===== src/rtl/vga_timing_gen.sv =====
// VGA raster timing generator: pixel position, active-low syncs, blank and frame-start flags.
// Optional macro VGA_TIMING_CLKDIV2_EN halves the tick rate (50 MHz clk -> 25 MHz pixel tick).
module vga_timing_gen #(
  parameter int unsigned H_VISIBLE = 640,
  parameter int unsigned H_FP      = 16,
  parameter int unsigned H_SYNC    = 96,
  parameter int unsigned H_BP      = 48,
  parameter int unsigned V_VISIBLE = 480,
  parameter int unsigned V_FP      = 10,
  parameter int unsigned V_SYNC    = 2,
  parameter int unsigned V_BP      = 33
) (
  input  logic       clk,
  input  logic       rst,
  output logic [9:0] pixel_x,
  output logic [9:0] pixel_y,
  output logic       hsync_n,
  output logic       vsync_n,
  output logic       blank,
  output logic       frame_start,
  output logic       pixel_ce
);

  localparam int unsigned CW       = 10;
  localparam int unsigned H_TOTAL  = H_VISIBLE + H_FP + H_SYNC + H_BP;
  localparam int unsigned V_TOTAL  = V_VISIBLE + V_FP + V_SYNC + V_BP;
  localparam int unsigned HS_START = H_VISIBLE + H_FP;
  localparam int unsigned HS_END   = HS_START + H_SYNC;
  localparam int unsigned VS_START = V_VISIBLE + V_FP;
  localparam int unsigned VS_END   = VS_START + V_SYNC;

  logic [CW-1:0] h_q, h_d;
  logic [CW-1:0] v_q, v_d;
  logic          blank_q, blank_d;
  logic          hsync_n_q, hsync_n_d;
  logic          vsync_n_q, vsync_n_d;
  logic          frame_start_q, frame_start_d;
  logic          pixel_ce_q, pixel_ce_d;
  logic          tick_c;

  // With the divider, pixel_ce_q is the toggle flop and gates the tick.
`ifdef VGA_TIMING_CLKDIV2_EN
  assign pixel_ce_d = ~pixel_ce_q;
  assign tick_c     = pixel_ce_q;
`else
  assign pixel_ce_d = 1'b1;
  assign tick_c     = 1'b1;
`endif

  // Next position, then decode flags from it so every output shows the same (x,y).
  always_comb begin
    h_d           = h_q;
    v_d           = v_q;
    frame_start_d = 1'b0;
    if (tick_c) begin
      if (32'(h_q) == H_TOTAL - 1) begin
        h_d = '0;
        if (32'(v_q) == V_TOTAL - 1) begin
          v_d           = '0;
          frame_start_d = 1'b1;
        end else begin
          v_d = v_q + CW'(1);
        end
      end else begin
        h_d = h_q + CW'(1);
      end
    end
    blank_d   = (32'(h_d) >= H_VISIBLE) || (32'(v_d) >= V_VISIBLE);
    hsync_n_d = !((32'(h_d) >= HS_START) && (32'(h_d) < HS_END));
    vsync_n_d = !((32'(v_d) >= VS_START) && (32'(v_d) < VS_END));
  end

  always_ff @(posedge clk or negedge rst) begin
    if (!rst) begin
      h_q           <= '0;
      v_q           <= '0;
      blank_q       <= 1'b0;
      hsync_n_q     <= 1'b1;
      vsync_n_q     <= 1'b1;
      frame_start_q <= 1'b0;
      pixel_ce_q    <= 1'b0;
    end else begin
      h_q           <= h_d;
      v_q           <= v_d;
      blank_q       <= blank_d;
      hsync_n_q     <= hsync_n_d;
      vsync_n_q     <= vsync_n_d;
      frame_start_q <= frame_start_d;
      pixel_ce_q    <= pixel_ce_d;
    end
  end

  assign pixel_x     = h_q;
  assign pixel_y     = v_q;
  assign hsync_n     = hsync_n_q;
  assign vsync_n     = vsync_n_q;
  assign blank       = blank_q;
  assign frame_start = frame_start_q;
  assign pixel_ce    = pixel_ce_q;

endmodule


===== config.mk =====
export PLATFORM = sky130hd
export DESIGN_NAME = vga_timing_gen
export DESIGN_NICKNAME = d
export VERILOG_FILES = /design/src/rtl/vga_timing_gen.sv
export SDC_FILE = /design/constraint.sdc
export NUM_CORES = 1
export LEC_CHECK = 0
export BUFFER_PORTS_ARGS = -buffer_cell sky130_fd_sc_hd__buf_2
export CAP_MARGIN = 15
export CORE_MARGIN = 2
export CORE_UTILIZATION = 49
export DETAILED_ROUTE_END_ITERATION = 10
export GPL_TIMING_DRIVEN = 0
export HOLD_SLACK_MARGIN = 0.15
export PLACE_DENSITY = 0.8
export SLEW_MARGIN = 20
export SYNTH_ARGS = -nofsm -noshare
export SYNTH_HDL_FRONTEND = slang
export SYNTH_SLANG_ARGS = --single-unit

===== constraint.sdc =====
create_clock -name clk -period 1.9 [get_ports clk]
set_input_delay 0.38 -clock clk [delete_from_list [all_inputs] [get_ports clk]]
set_output_delay 0.38 -clock clk [all_outputs]
set_load 0.005 [all_outputs]

* Word level (Yosys, flattened, before mapping) *
Cells that the tools add are included.

storage, ports and cells
  memories kept = 0
  latch bits = 0
  bits in writable memories = 0
  bits in registers = 25
  word-level logic and storage cells = 27
  input bits = 2
  memory bits (read-only) = 0
  output and inout bits = 25

cells by class
  shifts and indexed selects = 0
  $add $sub $neg = 2
  reduce and logical (&&, ||, !) cells = 5
  mux-type cells = 5
  multiply operators = 0
  order comparisons = 6
  eq/ne operators = 2
  div/mod/pow operators = 0
  bitwise gates (word level) = 0

operators with widths
  kind                                                                number
  two-way mux 10 bit                                                  3
  adder 10 x 1 -> 10 bit, second input constant                       2
  == test 10 bit, second input constant                               2
  greater-or-equal comparator 10 bit, second input constant           2
  greater-or-equal comparator 10 x 9 -> 1 bit, second input constant  2
  less-than comparator 10 bit, second input constant                  1
  less-than comparator 10 x 9 -> 1 bit, second input constant         1
  logical AND 1 bit                                                   2
  logical NOT 1 bit                                                   2
  two-way mux 1 bit                                                   2
  logical OR 1 bit                                                    1

* Logic depth before layout (Yosys ltp) *
  depth after elaboration = 6
  mapped depth = 8
  gate-level depth less buffers = 8

* Worst setup path after synthesis *
OpenSTA, ideal clock, no wires.

  path type = flip-flop to flip-flop
  start = reg h_q[0], in the netlist pixel_x[0]
  end = reg blank_q, in the netlist blank
  setup time = 0.124 ns
  required time = 1.776 ns
  cell stages (with the launch flop) = 9
  data arrival time = 1.968 ns
  path slack = -0.192 ns
  cells stage by stage = dfrtp_1 -> ha_1 -> nand4_1 -> or3_1 -> buf_6 -> nor3_2 -> o22ai_1 -> and3_1 -> a211o_1

on the way
  cells in the longest elaborated chain, start to end = 4
  elaborated cells between the ends (all ways) = 7
  classes of those cells = add/sub (1); order compare (2); eq/ne (1); mux (2); reduce/logical (1)

ends and longest elaborated chain
  element                                                                                            line    text
  start: declaration                                                                                 32      logic [CW-1:0] h_q, h_d;
  start signal: assignment                                                                           75      h_q <= '0;
  start signal: assignment                                                                           83      h_q <= h_d;
  adder 10 x 1 -> 10 bit or == test 10 bit (tied branches)                                           65, 56
  two-way mux 10 bit                                                                                 56      if (32'(h_q) == H_TOTAL - 1) begin
  greater-or-equal comparator 10 bit or greater-or-equal comparator 10 x 9 -> 1 bit (tied branches)  68      blank_d = (32'(h_d) >= H_VISIBLE) || (32'(v_d) >= V_VISIBLE);
  logical OR 1 bit *                                                                                 68
  named net blank_d                                                                                  34      logic blank_q, blank_d;
  end signal: assignment                                                                             85      blank_q <= blank_d;
  end: declaration                                                                                   34

Mark *: on every way through the listed nets, which the timed path passes. The rest lies on a longest branch.

* Worst setup path after layout *
  start = reg v_q[0], in the netlist pixel_y[0]
  end = reg blank_q, in the netlist blank

on the way
  cells in the longest elaborated chain, start to end = 5
  elaborated cells between the ends (all ways) = 6
  classes of those cells = add/sub (1); order compare (1); eq/ne (1); mux (2); reduce/logical (1)

ends and longest elaborated chain
  element                                                   line    text
  start: declaration                                        33      logic [CW-1:0] v_q, v_d;
  start signal: assignment                                  84      v_q <= v_d;
  adder 10 x 1 -> 10 bit or == test 10 bit (tied branches)  62, 58
  two-way mux 10 bit *                                      58      if (32'(v_q) == V_TOTAL - 1) begin
  two-way mux 10 bit *                                      56
  named net v_d[9]                                          33
  greater-or-equal comparator 10 x 9 -> 1 bit *             68
  logical OR 1 bit *                                        68
  named net blank_d                                         34

Marked as above.

==> impl_results.md <==
- Slew margin rel.: 62.41%
- Synth Cell Area: 1378 um^2
- Hold Path Class: input pin to asynchronous set/reset pin
- Die ar.: 3251 um^2
- Required time of the critical path: 2.11 ns
- CP startpoint kind: flip-flop
- Final setup margin: -0.1770 ns
- Layout Skew: 0.009097 ns
- Area growth from synthesis to layout: 25.43%
- Setup violations, final: 5
- Final Cycle Share: 109.3%
- Largest net degree at the start of global routing: 26
- # port buffers: 26
- Hold Vio Cnt, Final: 0
- Horiz. Die Dim: 57.02 um
- Pre-antenna DRT Iters: 4
- Skew-Pair Late Insertion Delay: 0.32 ns
- Placer congestion estimate: 0.8790
- Number of global-route vias before repair: 1,080
- GRT Total Usage: 18.47%
- Ant diodes: 0
- Utilization after layout: 63.76%
- FFs w/ async S/R, synth: 100.0%
- Final HPWL DP: 2019 um
- Clk root buf: clkbuf_4
- Clock transition at the registers of the reported paths: 0.14 ns
- Setup TNS: -0.5144 ns
- Share of cells above drive strength 1: 37.78%
- Max clock buf depth: 2
- Critical path capture point type: flip-flop
- Primary FF master, synth: dfrtp_1
- Hold Slack: 0.5726 ns
- Failing checks: negative setup slack
- CTS Sinks: 25
- Synth warn: 0
- Crit path DAT: 2.29 ns
- Max VDD drop: 0.4666 mV
- DRC viols: 0
- FILL cells: 239
- Fin area: 1728 um^2
- RSZ-0062 raised after global routing: true
- Max_cap viols: 0
- Number of library cell types mapped by synthesis: 39
- Status: finished with violations
- Seq/Total Area, Yosys: 45.59%
- I/O Pins: 27
- Initial Utilization: 50.83%
- Fin nets: 187
- H-Tree Depth: 1
- Avg Inst Size Synth: 9.840 um^2
- Fmax: 0.4815 GHz
- Worst-Margin Slew: 0.5638 ns
- Initial antenna violation count: 0
- Critical path class: flip-flop to flip-flop
- Vias/cell: 5.583
- Die H: 57.02 um
- EDFF count, synth: 0
- Initial DRC count: 26
- Pins over their slew limit: 0
- Register bit total from synthesis: 25
- Worst Path Max Fanout: 6
- Total congestion overflow: 0
- Core area: 2710 um^2
- TritonCTS Buffers: 3
- Total number of vias: 1,178
- CTS tree: done
- Avg WL per Cell: 14.40 um
- Syn Inst Count: 140
- FP Rows: 19
- Leak: 0.0007971 uW
- PD cells: 453.1 nW/um^2
- First-pass GRT wire length: 4767 um
- Total power draw: 782.9 uW
- Placed cell area: 1551 um^2
- Total wire length: 3039 um
- Antenna Violating Nets Remaining: 0
- Post-Synthesis Net Count: 146
- Final min period: 2.077 ns
==> worst max-delay path, stage by stage, from the launching register on <==
cell and delay (ns):
dfrtp_2 0.43, inv_2 0.08, ha_4 0.13, or3b_4 0.38
nor4_4 0.14, buf_4 0.19, o21ai_1 0.06, a22o_1 0.28
a211o_1 0.27
==> cell usage in the layout, fill, tap and decap left out, types with 3 or more instances in the layout <==
cell type and n:
nand2_1 12, nor3_1 3, xor2_1 5, dfrtp_2 3, nor2_2 3, dfrtp_1 20
inv_1 3, clkbuf_1 3, nand4_1 7, clkbuf_4 3, a21oi_1 6, nand3_1 8
buf_4 11, buf_2 27, and3_1 3, nor2_1 10, xnor2_1 7
==> sequential cells by signal, indices dropped and copies added (netlist names) <==
signal and flops:
frame_start 1, hsync_n 1, pixel_ce 1, pixel_x 10, vsync_n 1, pixel_y 10, blank 1
==> path summary, 6_finish.rpt <==
| path | from | end | slack [ns] | cells after the start |
|---|---|---|---|---|
| max | pixel_y[0]$_DFF_PN0_ | blank$_DFF_PN0_ | -0.18 | 8 |
| min | rst | pixel_y[3]$_DFF_PN0_ | 0.57 | 2 |
| max reg2reg | pixel_y[0]$_DFF_PN0_ | blank$_DFF_PN0_ | -0.18 | 8 |
| min reg2reg | pixel_x[2]$_DFF_PN0_ | pixel_x[2]$_DFF_PN0_ | 0.58 | 1 |
| max in group asynchronous | rst | pixel_x[5]$_DFF_PN0_ | 0.93 | 2 |
| min in group clk | pixel_x[2]$_DFF_PN0_ | pixel_x[2]$_DFF_PN0_ | 0.58 | 1 |
==> synth_stat cells (2+ instances only) <==
cell / count / area [um^2]
mux2i_1: 2 / 20.02
nor4_1: 2 / 12.51
nand4_1: 7 / 43.79
xor2_1: 5 / 43.79
clkbuf_1: 5 / 18.77
nand2_1: 12 / 45.04
nand4b_1: 2 / 17.52
buf_6: 2 / 22.52
mux2_2: 2 / 22.52
nor2_1: 13 / 48.80
and3_1: 4 / 25.02
o21ai_0: 2 / 10.01
ha_1: 4 / 50.05
dfrtp_1: 23 / 575.6
nor3_1: 3 / 15.01
a21oi_1: 7 / 35.03
inv_1: 5 / 18.77
nand3_1: 8 / 40.04
dfstp_2: 2 / 52.55
o21ai_1: 2 / 10.01
or3_1: 2 / 12.51
nor3_2: 2 / 20.02
xnor2_1: 8 / 70.07
==> power breakdown <==
part / switching, uW / internal, uW / total [uW]
registers: 0.181 / 533 / 534
clock network: 157 / 78.8 / 236
logic: 10.9 / 2.78 / 13.7
total: 168 / 615 / 783
==> logic make-up (layout without fill, tap and decap cells) <==
family,Yosys count,in the layout,share of synthesized area [%]
DFF,25,25,45.59
xor gates and xnor gates,13,13,8.265
AOI/OAI and AO/OA,18,18,7.994
buffers and inverters,13,53,4.723
adders and majority gates,4,4,3.633
and+or+nand+nor,62,62,26.43
other,1,1,0.2722
muxes,4,4,3.088
==> final cells by class <==
type                    count  area, um^2  share of cell area [%]
clock buffers               3       22.52                   1.303
repair buffers             38       222.7                   12.89
plain buffers               6       38.79                   2.245
inverters                   5       18.77                   1.086
well taps                  31       38.79                   2.245
flip-flops and latches     25       631.9                   36.57
clock inverters             1       5.005                  0.2896
multi-input cells         102       749.5                   43.37
==> what timing repair did <==
action,in CTS,in global routing
hold endpoints to repair,23,0
pin swaps,4,10
buffers inserted,6,5
resized for setup,5,12
hold buffers,1,0
setup endpoints to repair,13,10
gates cloned,0,0
==> layer usage <==
| metal | global-route usage [%] | vias to the layer above | routed length [um] |
|---|---|---|---|
| met2 | 32.35 | 36 | 1555 |
| met3 | 2.268 | 6 | 136 |
| li1 | - | 569 | - |
| met5 | 0 | - | 0 |
| met4 | 7.641 | 0 | 54 |
| met1 | 23.05 | 567 | 1293 |
==> stage by stage <==
stage / worst slack (ns) / std cells
finish: -0.1770 / 211
detailed placement: -0.3307 / 197
floorplan: -0.05385 / 140
global route: -0.2811 / 211
CTS: -0.1582 / 208
global placement: -0.2862 / 197
(Power assumes the default switching activity.)
